===== src/rtl/uart_receiver.sv =====
// uart_receiver: 8N1 LSB-first UART receiver behind a 2-flop synchronizer.
// Good frames pulse Rx_ready and update Rx_data; a low stop bit pulses Rx_frame_error instead.
module uart_receiver #(
   parameter int CLKS_PER_BIT = 104
) (
   input  logic       clk,
   input  logic       reset,
   input  logic       Rx,
   output logic [7:0] Rx_data,
   output logic       Rx_ready,
   output logic       Rx_frame_error,
   output logic       Rx_busy
);
   localparam int CW = $clog2(CLKS_PER_BIT);
   localparam logic [CW-1:0] HALF_END = CW'(CLKS_PER_BIT / 2 - 1);
   localparam logic [CW-1:0] FULL_END = CW'(CLKS_PER_BIT - 1);
   localparam logic [2:0] S_IDLE  = 3'd0;
   localparam logic [2:0] S_START = 3'd1;
   localparam logic [2:0] S_DATA  = 3'd2;
   localparam logic [2:0] S_STOP  = 3'd3;
   localparam logic [2:0] S_WAIT  = 3'd4;

   if (CLKS_PER_BIT < 4) begin : g_bad_param
      $error("uart_receiver: CLKS_PER_BIT must be >= 4");
   end

   logic [1:0]    sync_q;
   logic          rxs;
   logic [2:0]    state_q, state_d;
   logic [CW-1:0] cnt_q, cnt_d;
   logic [2:0]    bit_q, bit_d;
   logic [7:0]    shift_q, shift_d;
   logic [7:0]    data_q, data_d;
   logic          ready_q, ready_d;
   logic          ferr_q, ferr_d;
   logic          busy_q;

   assign rxs = sync_q[1];

   // Counter runs from the state entry; each sample point resets it so the next one lands a full bit later.
   always_comb begin
      state_d = state_q;
      cnt_d   = cnt_q + CW'(1);
      bit_d   = bit_q;
      shift_d = shift_q;
      data_d  = data_q;
      ready_d = 1'b0;
      ferr_d  = 1'b0;
      case (state_q)
         S_IDLE: begin
            cnt_d = '0;
            bit_d = '0;
            state_d = rxs ? S_IDLE : S_START;
         end
         S_START: if (cnt_q == HALF_END) begin
            cnt_d   = '0;
            state_d = rxs ? S_IDLE : S_DATA;
         end
         S_DATA: if (cnt_q == FULL_END) begin
            cnt_d   = '0;
            shift_d = {rxs, shift_q[7:1]};
            bit_d   = bit_q + 3'd1;
            state_d = (bit_q == 3'd7) ? S_STOP : S_DATA;
         end
         S_STOP: if (cnt_q == FULL_END) begin
            cnt_d   = '0;
            data_d  = rxs ? shift_q : data_q;
            ready_d = rxs;
            ferr_d  = !rxs;
            state_d = rxs ? S_IDLE : S_WAIT;
         end
         S_WAIT: begin
            cnt_d   = '0;
            state_d = rxs ? S_IDLE : S_WAIT;
         end
         default: state_d = S_IDLE;
      endcase
   end

   always_ff @(posedge clk or negedge reset) begin
      if (!reset) begin
         sync_q  <= 2'b11;
         state_q <= S_IDLE;
         cnt_q   <= '0;
         bit_q   <= '0;
         shift_q <= '0;
         data_q  <= '0;
         ready_q <= 1'b0;
         ferr_q  <= 1'b0;
         busy_q  <= 1'b0;
      end else begin
         sync_q  <= {sync_q[0], Rx};
         state_q <= state_d;
         cnt_q   <= cnt_d;
         bit_q   <= bit_d;
         shift_q <= shift_d;
         data_q  <= data_d;
         ready_q <= ready_d;
         ferr_q  <= ferr_d;
         busy_q  <= (state_d != S_IDLE);
      end
   end

   assign Rx_data        = data_q;
   assign Rx_ready       = ready_q;
   assign Rx_frame_error = ferr_q;
   assign Rx_busy        = busy_q;
endmodule


===== config.mk =====
export PLATFORM = sky130hd
export DESIGN_NAME = uart_receiver
export DESIGN_NICKNAME = d
export VERILOG_FILES = /design/src/rtl/uart_receiver.sv
export SDC_FILE = /design/constraint.sdc
export NUM_CORES = 1
export LEC_CHECK = 0
export ABC_CLOCK_PERIOD_IN_PS = 1600
export BUFFER_PORTS_ARGS = -buffer_cell sky130_fd_sc_hd__clkbuf_2
export CAP_MARGIN = 20
export CORE_UTILIZATION = 35
export DETAILED_ROUTE_END_ITERATION = 6
export HOLD_SLACK_MARGIN = 0.12
export PLACE_DENSITY = 0.51
export SYNTH_ARGS = -nofsm -noshare
export SYNTH_HDL_FRONTEND = slang
export SYNTH_SLANG_ARGS = --single-unit

===== constraint.sdc =====
create_clock -name clk -period 1.6 [get_ports clk]
set_clock_uncertainty 0.05 [all_clocks]
set_input_delay 0.08 -clock clk [delete_from_list [all_inputs] [get_ports clk]]
set_output_delay 0.08 -clock clk [all_outputs]
set_load 0.01 [all_outputs]

== Word level (Yosys, flattened, before mapping) ==
Index checks and enable logic that the tools add are counted.
Word-level totals
  word-level logic and storage cells: 45
  flip-flop bits (word level): 34
  output and inout bits: 11
Operators by class
  reductions and logical operators: 9
  muxes and demuxes: 17
  equal/unequal tests: 8
  add/subtract/negate cells: 2
Operators by type and width (count)
  7-bit one-hot mux with 3 select lines: 1
  3-bit two-way mux: 5
  3-bit one-hot mux with 5 select lines: 1
  7-bit two-way mux: 2
  7-bit by 1-bit adder with 7-bit output (second input constant): 1
  7-bit by 6-bit == test with 1-bit output (second input constant): 1
  7-bit == test (second input constant): 1
  3-bit by 2-bit == test with 1-bit output (second input constant): 2
  3-bit == test (second input constant): 2
  1-bit two-way mux: 6
  3-bit one-hot mux with 2 select lines: 1
  2-bit AND reduction: 2
  2-bit OR reduction: 2
  3-bit by 1-bit adder with 3-bit output (second input constant): 1
  3-bit by 1-bit == test with 1-bit output (second input constant): 1
  3-bit zero test: 1
  3-bit AND reduction: 1
  3-bit nonzero test: 1
  2-bit two-way mux: 1
  2-bit inequality test (second input constant): 1
  2-bit nonzero test: 1
  1-bit zero test: 1

== Depth between registers and ports, before layout ==
  depth in word-level cells: 5
  mapped depth: 5
  depth with buffers taken out: 5

== Least setup slack after synthesis ==
No wires, ideal clock.
  kind: reg-to-reg
  from: register cnt_q[0]
  to: register cnt_q[3]
  arrival: 1542 ps
  required time: 1423 ps
  clock period less this slack: 1720 ps
  cell stages (with the launch flop): 6
  slack: -120 ps
  cell sequence: dfrtp_1 -> ha_1 -> or4b_1 -> or2_4 -> o221ai_4 -> nor2_1
Between the ends
  word-level cells in the longest chain between the ends: 3
  elaborated cells between the ends (all ways): 6
  classes of those cells: add/sub: 1; eq/ne: 2; mux: 3
Ends and longest elaborated chain
  from (decl): line 30  | logic [CW-1:0] cnt_q, cnt_d;
  from (signal assigned): line 94  | cnt_q <= cnt_d;
  7-bit by 1-bit adder with 7-bit output (tied with other cells): line 43  | cnt_d = cnt_q + CW'(1);
  7-bit two-way mux, on equally long branches: line 59, 65, 55
  7-bit one-hot mux with 3 select lines *: line 49  | case (state_q)
  net cnt_d[3]: line 30
Mark *: on every way through the listed nets, which the timed path passes. The rest lies on a longest branch.
A chain may end at the register's enable or synchronous reset.

== Worst setup path after layout ==
  from: register cnt_q[0]
  to: register cnt_q[1]
Same word-level chain as after synthesis.

==> results.md <==
* Final clock period utilization by the worst path at 108.4%
* Endpoint type of the worst setup path: flip-flop
* Synth top area cells: sky130_fd_sc_hd__dfrtp_1 (53%), sky130_fd_sc_hd__mux2_2 (12%), sky130_fd_sc_hd__dfstp_2 (3.5%)
* CP required at 1720 ps
* Number of top-level pins at 14
* Final critical-path required period at 1734 ps
* Failing checks: setup timing
* TritonCTS Buffers at 5
* Antenna Violating Nets Remaining at 0
* Number of diodes added for antenna fixing at 0
* Setup TNS Final at -2339 ps
* Total wirelength of the detailed-routed design at 3069 um
* Max VDD drop at 0.4699 mV
* Vias in the first global route at 1126
* Unrepaired setup endpoints after global routing: yes
* Placer's final routability congestion estimate at 0.8386
* Path category of the worst min-delay check: in -> async
* Worst reg2reg path depth at 5
* Post-placement cell count at 202
* Number of nets in the synthesized netlist at 125
* Post-layout net count at 172
* Total power at 0.001552 W
* Kind of launch point of the worst setup path: flip-flop
* Non-filler cells, final at 217
* Highest Clock Rate at 576.8 MHz
* Final Slew Violations at 0
* Largest net degree at the start of global routing at 20
* Sum of overflow across all layers after global routing at 0
* Fraction of synthesis flops using an asynchronous set or reset pin at 100.0%
* Result of the run: complete, but fails checks
* Power Dens Cells at 753.6 nW/um^2
* Max transition margin at 70.46%
* Final hold violations at 0
* # setup viols final at 26
* Iteration-0 DRC count of the detailed router at 47
* Num rows at 23
* Data arrival, critical path at 1850 ps
* Vias/cell at 5.065
* YS warnings at 0
* Worst Max-Slew Pin Slew at 443.2 ps
* Horiz. Die Dim at 67.58 um
* Maximum capacitance violations at 0
* Final design utilization at 50.76%
* Wirelength per Cell at 14.14 um
* Clock-pin slew on the worst setup and hold paths at 70 ps
* Total global routing track utilization at 15.71%
* 1st-pass router iterations at 4
* Flip-flop and latch count after synthesis at 34
* Count of H-tree levels built during CTS at 2
* Combinational Power Share at 1.9%
* Post-route DRC at 0
* Terminus of the critical flop-to-flop path: cnt_q[1]$_DFF_PN0_
* Synthesized cell area at 1505 sq um
* Worst-Skew Late Latency at 280 ps
* Crit Path Category: reg -> reg
* Die height at 67.58 um
* Synth Area per Inst at 12.65 sq um
* Sequential cell fraction of total power at 55.9%
* Clock sink total at 34
* Commonest non-fill, non-tap cells in the layout: sky130_fd_sc_hd__dfrtp_1 (32), sky130_fd_sc_hd__buf_4 (23), sky130_fd_sc_hd__mux2_4 (13), sky130_fd_sc_hd__clkbuf_2 (13), sky130_fd_sc_hd__nor2_1 (9)
* Post-synth top flop: sky130_fd_sc_hd__dfrtp_1
* Maximum buffer depth of the clock tree at 2
* Floorplan Core Area at 4058 sq um
* Starting density of the core at 37.10%
* Count of flip-flops with a built-in enable after synthesis at 0
* Net load switching power at 0.0003319 W
* Worst setup slack for register-to-register paths at -130 ps
* Source of the worst register-to-register timing path: cnt_q[0]$_DFF_PN0_
* Floorplan die area at 4567 sq um
* PortBufs at 13
* Proportion of synthesized chip area in sequential cells at 56.69%
* Switching part of the total power at 21.38%
* Post-synthesis cell type with the largest combined area: sky130_fd_sc_hd__dfrtp_1
* Number of antenna violations at the first check in global routing at 0
* Most common cell after layout, fill and taps aside: sky130_fd_sc_hd__dfrtp_1
* Vias after detailed routing at 1099
* Worst Slack Setup Final at -133.7 ps
* Root Driver: sky130_fd_sc_hd__clkbuf_8
* Relative area change from synthesis to final layout at 36.82%
* Proportion of layout cells with a drive suffix above 1 at 50.30%
* Unique cell type count in the Yosys netlist at 35
* Synthesized netlist cell count at 119
* Cell leakage power at 1.029 nW
* Critical path fanouts, max at 6
* Part of the power in the clock network at 42.2%
* Fraction of synthesized cell area taken by the top area cell type at 53.20%
* Internal Dissipation at 0.001220 W
* Wire length of the first global-routing pass at 5175 um
* Clock tree from TritonCTS: done
* Final HPWL DP at 2162 um
[cell usage after synthesis, types with 3 or more instances]
cell / instances
sky130_fd_sc_hd__inv_1: 3
sky130_fd_sc_hd__nand2_1: 5
sky130_fd_sc_hd__dfrtp_1: 32
sky130_fd_sc_hd__xnor2_1: 3
sky130_fd_sc_hd__nand3_1: 8
sky130_fd_sc_hd__nor2_1: 9
sky130_fd_sc_hd__o21ai_0: 5
sky130_fd_sc_hd__ha_1: 3
sky130_fd_sc_hd__mux2_2: 16
[routing by layer]
layer	global-route usage [%]	routed length (um)	vias up
met2	24.01	1524	15
met4	8.511	57	0
met5	0	0	-
li1	-	-	527
met3	3.716	77	7
met1	20.27	1409	550
[power groups by stage]
stage                     clock network, W    logic, W  registers [W]
after floorplan                          0  0.00000118       0.000883
after global placement                   0   0.0000265       0.000884
after detailed placement                 0   0.0000274       0.000884
after CTS                         0.000681   0.0000314       0.000867
after global routing              0.000716   0.0000342       0.000867
final                             0.000655   0.0000291       0.000868
[through the flow]
stage | hold WS (ps) | worst slack [ps] | instance area [sq um]
floorplan | -265.6 | -90.41 | 1513
global placement | -3.485 | -160.7 | 1810
detailed placement | 3.176 | -163.7 | 1810
CTS | 239.7 | -174.3 | 2033
global route | 267.4 | -207.5 | 2059
finish | 221.7 | -133.7 | 2059
[area by class of cell]
cell class / instances / area [sq um]
fillers: 358 / 1998
flip-flops and latches: 34 / 853.3
multi-input cells: 80 / 725.7
repair buffers: 42 / 311.5
clock buffers: 6 / 82.58
well taps: 50 / 62.56
clock inverters: 2 / 12.51
inverters: 3 / 11.26
[worst max path at each step]
stage                        from            endpoint  slack (ps)
6_report       cnt_q[0]$_DFF_PN0_  cnt_q[1]$_DFF_PN0_        -130
5_1_grt        cnt_q[1]$_DFF_PN0_  cnt_q[1]$_DFF_PN0_        -210
4_1_cts        cnt_q[1]$_DFF_PN0_  cnt_q[5]$_DFF_PN0_        -170
3_5_place_dp   cnt_q[0]$_DFF_PN0_   Rx_busy$_DFF_PN0_        -160
3_3_place_gp   cnt_q[1]$_DFF_PN0_   Rx_busy$_DFF_PN0_        -160
2_1_floorplan  cnt_q[0]$_DFF_PN0_   Rx_busy$_DFF_PN0_         -90
[flip-flops by register name, indices dropped and copies added, names as in the netlist]
register and count:
Rx_busy 1, Rx_data 8, Rx_frame_error 1, Rx_ready 1, bit_q 3, cnt_q 7, shift_q 8, state_q 3
sync_q 2
[worst max-delay path, cell delays in order (launching register included)]
cell                       delay, ps
sky130_fd_sc_hd__dfrtp_1         350
sky130_fd_sc_hd__ha_2            180
sky130_fd_sc_hd__or4b_4          470
sky130_fd_sc_hd__or2_4           270
sky130_fd_sc_hd__o221ai_4        220
sky130_fd_sc_hd__nor2_1           80
[cell families after synthesis]
group | count (synthesis) | share of synthesized area (%)
adder cells (fa/ha/maj) | 3 | 2.494
buffers and inverters | 5 | 1.247
AND/OR/NAND/NOR | 44 | 18.45
AO/OA/AOI/OAI | 12 | 6.235
multiplexers | 16 | 11.97
flip-flops | 34 | 56.69
XOR/XNOR | 5 | 2.910
[repair_timing]
item	4_1_cts	5_1_grt
buffers inserted	6	0
pin swaps	6	9
endpoints found under the setup margin	26	29
endpoints found under the hold margin	35	0
resized for setup	19	7
hold buffers	2	0
Power figures use the tool's default switching activity.
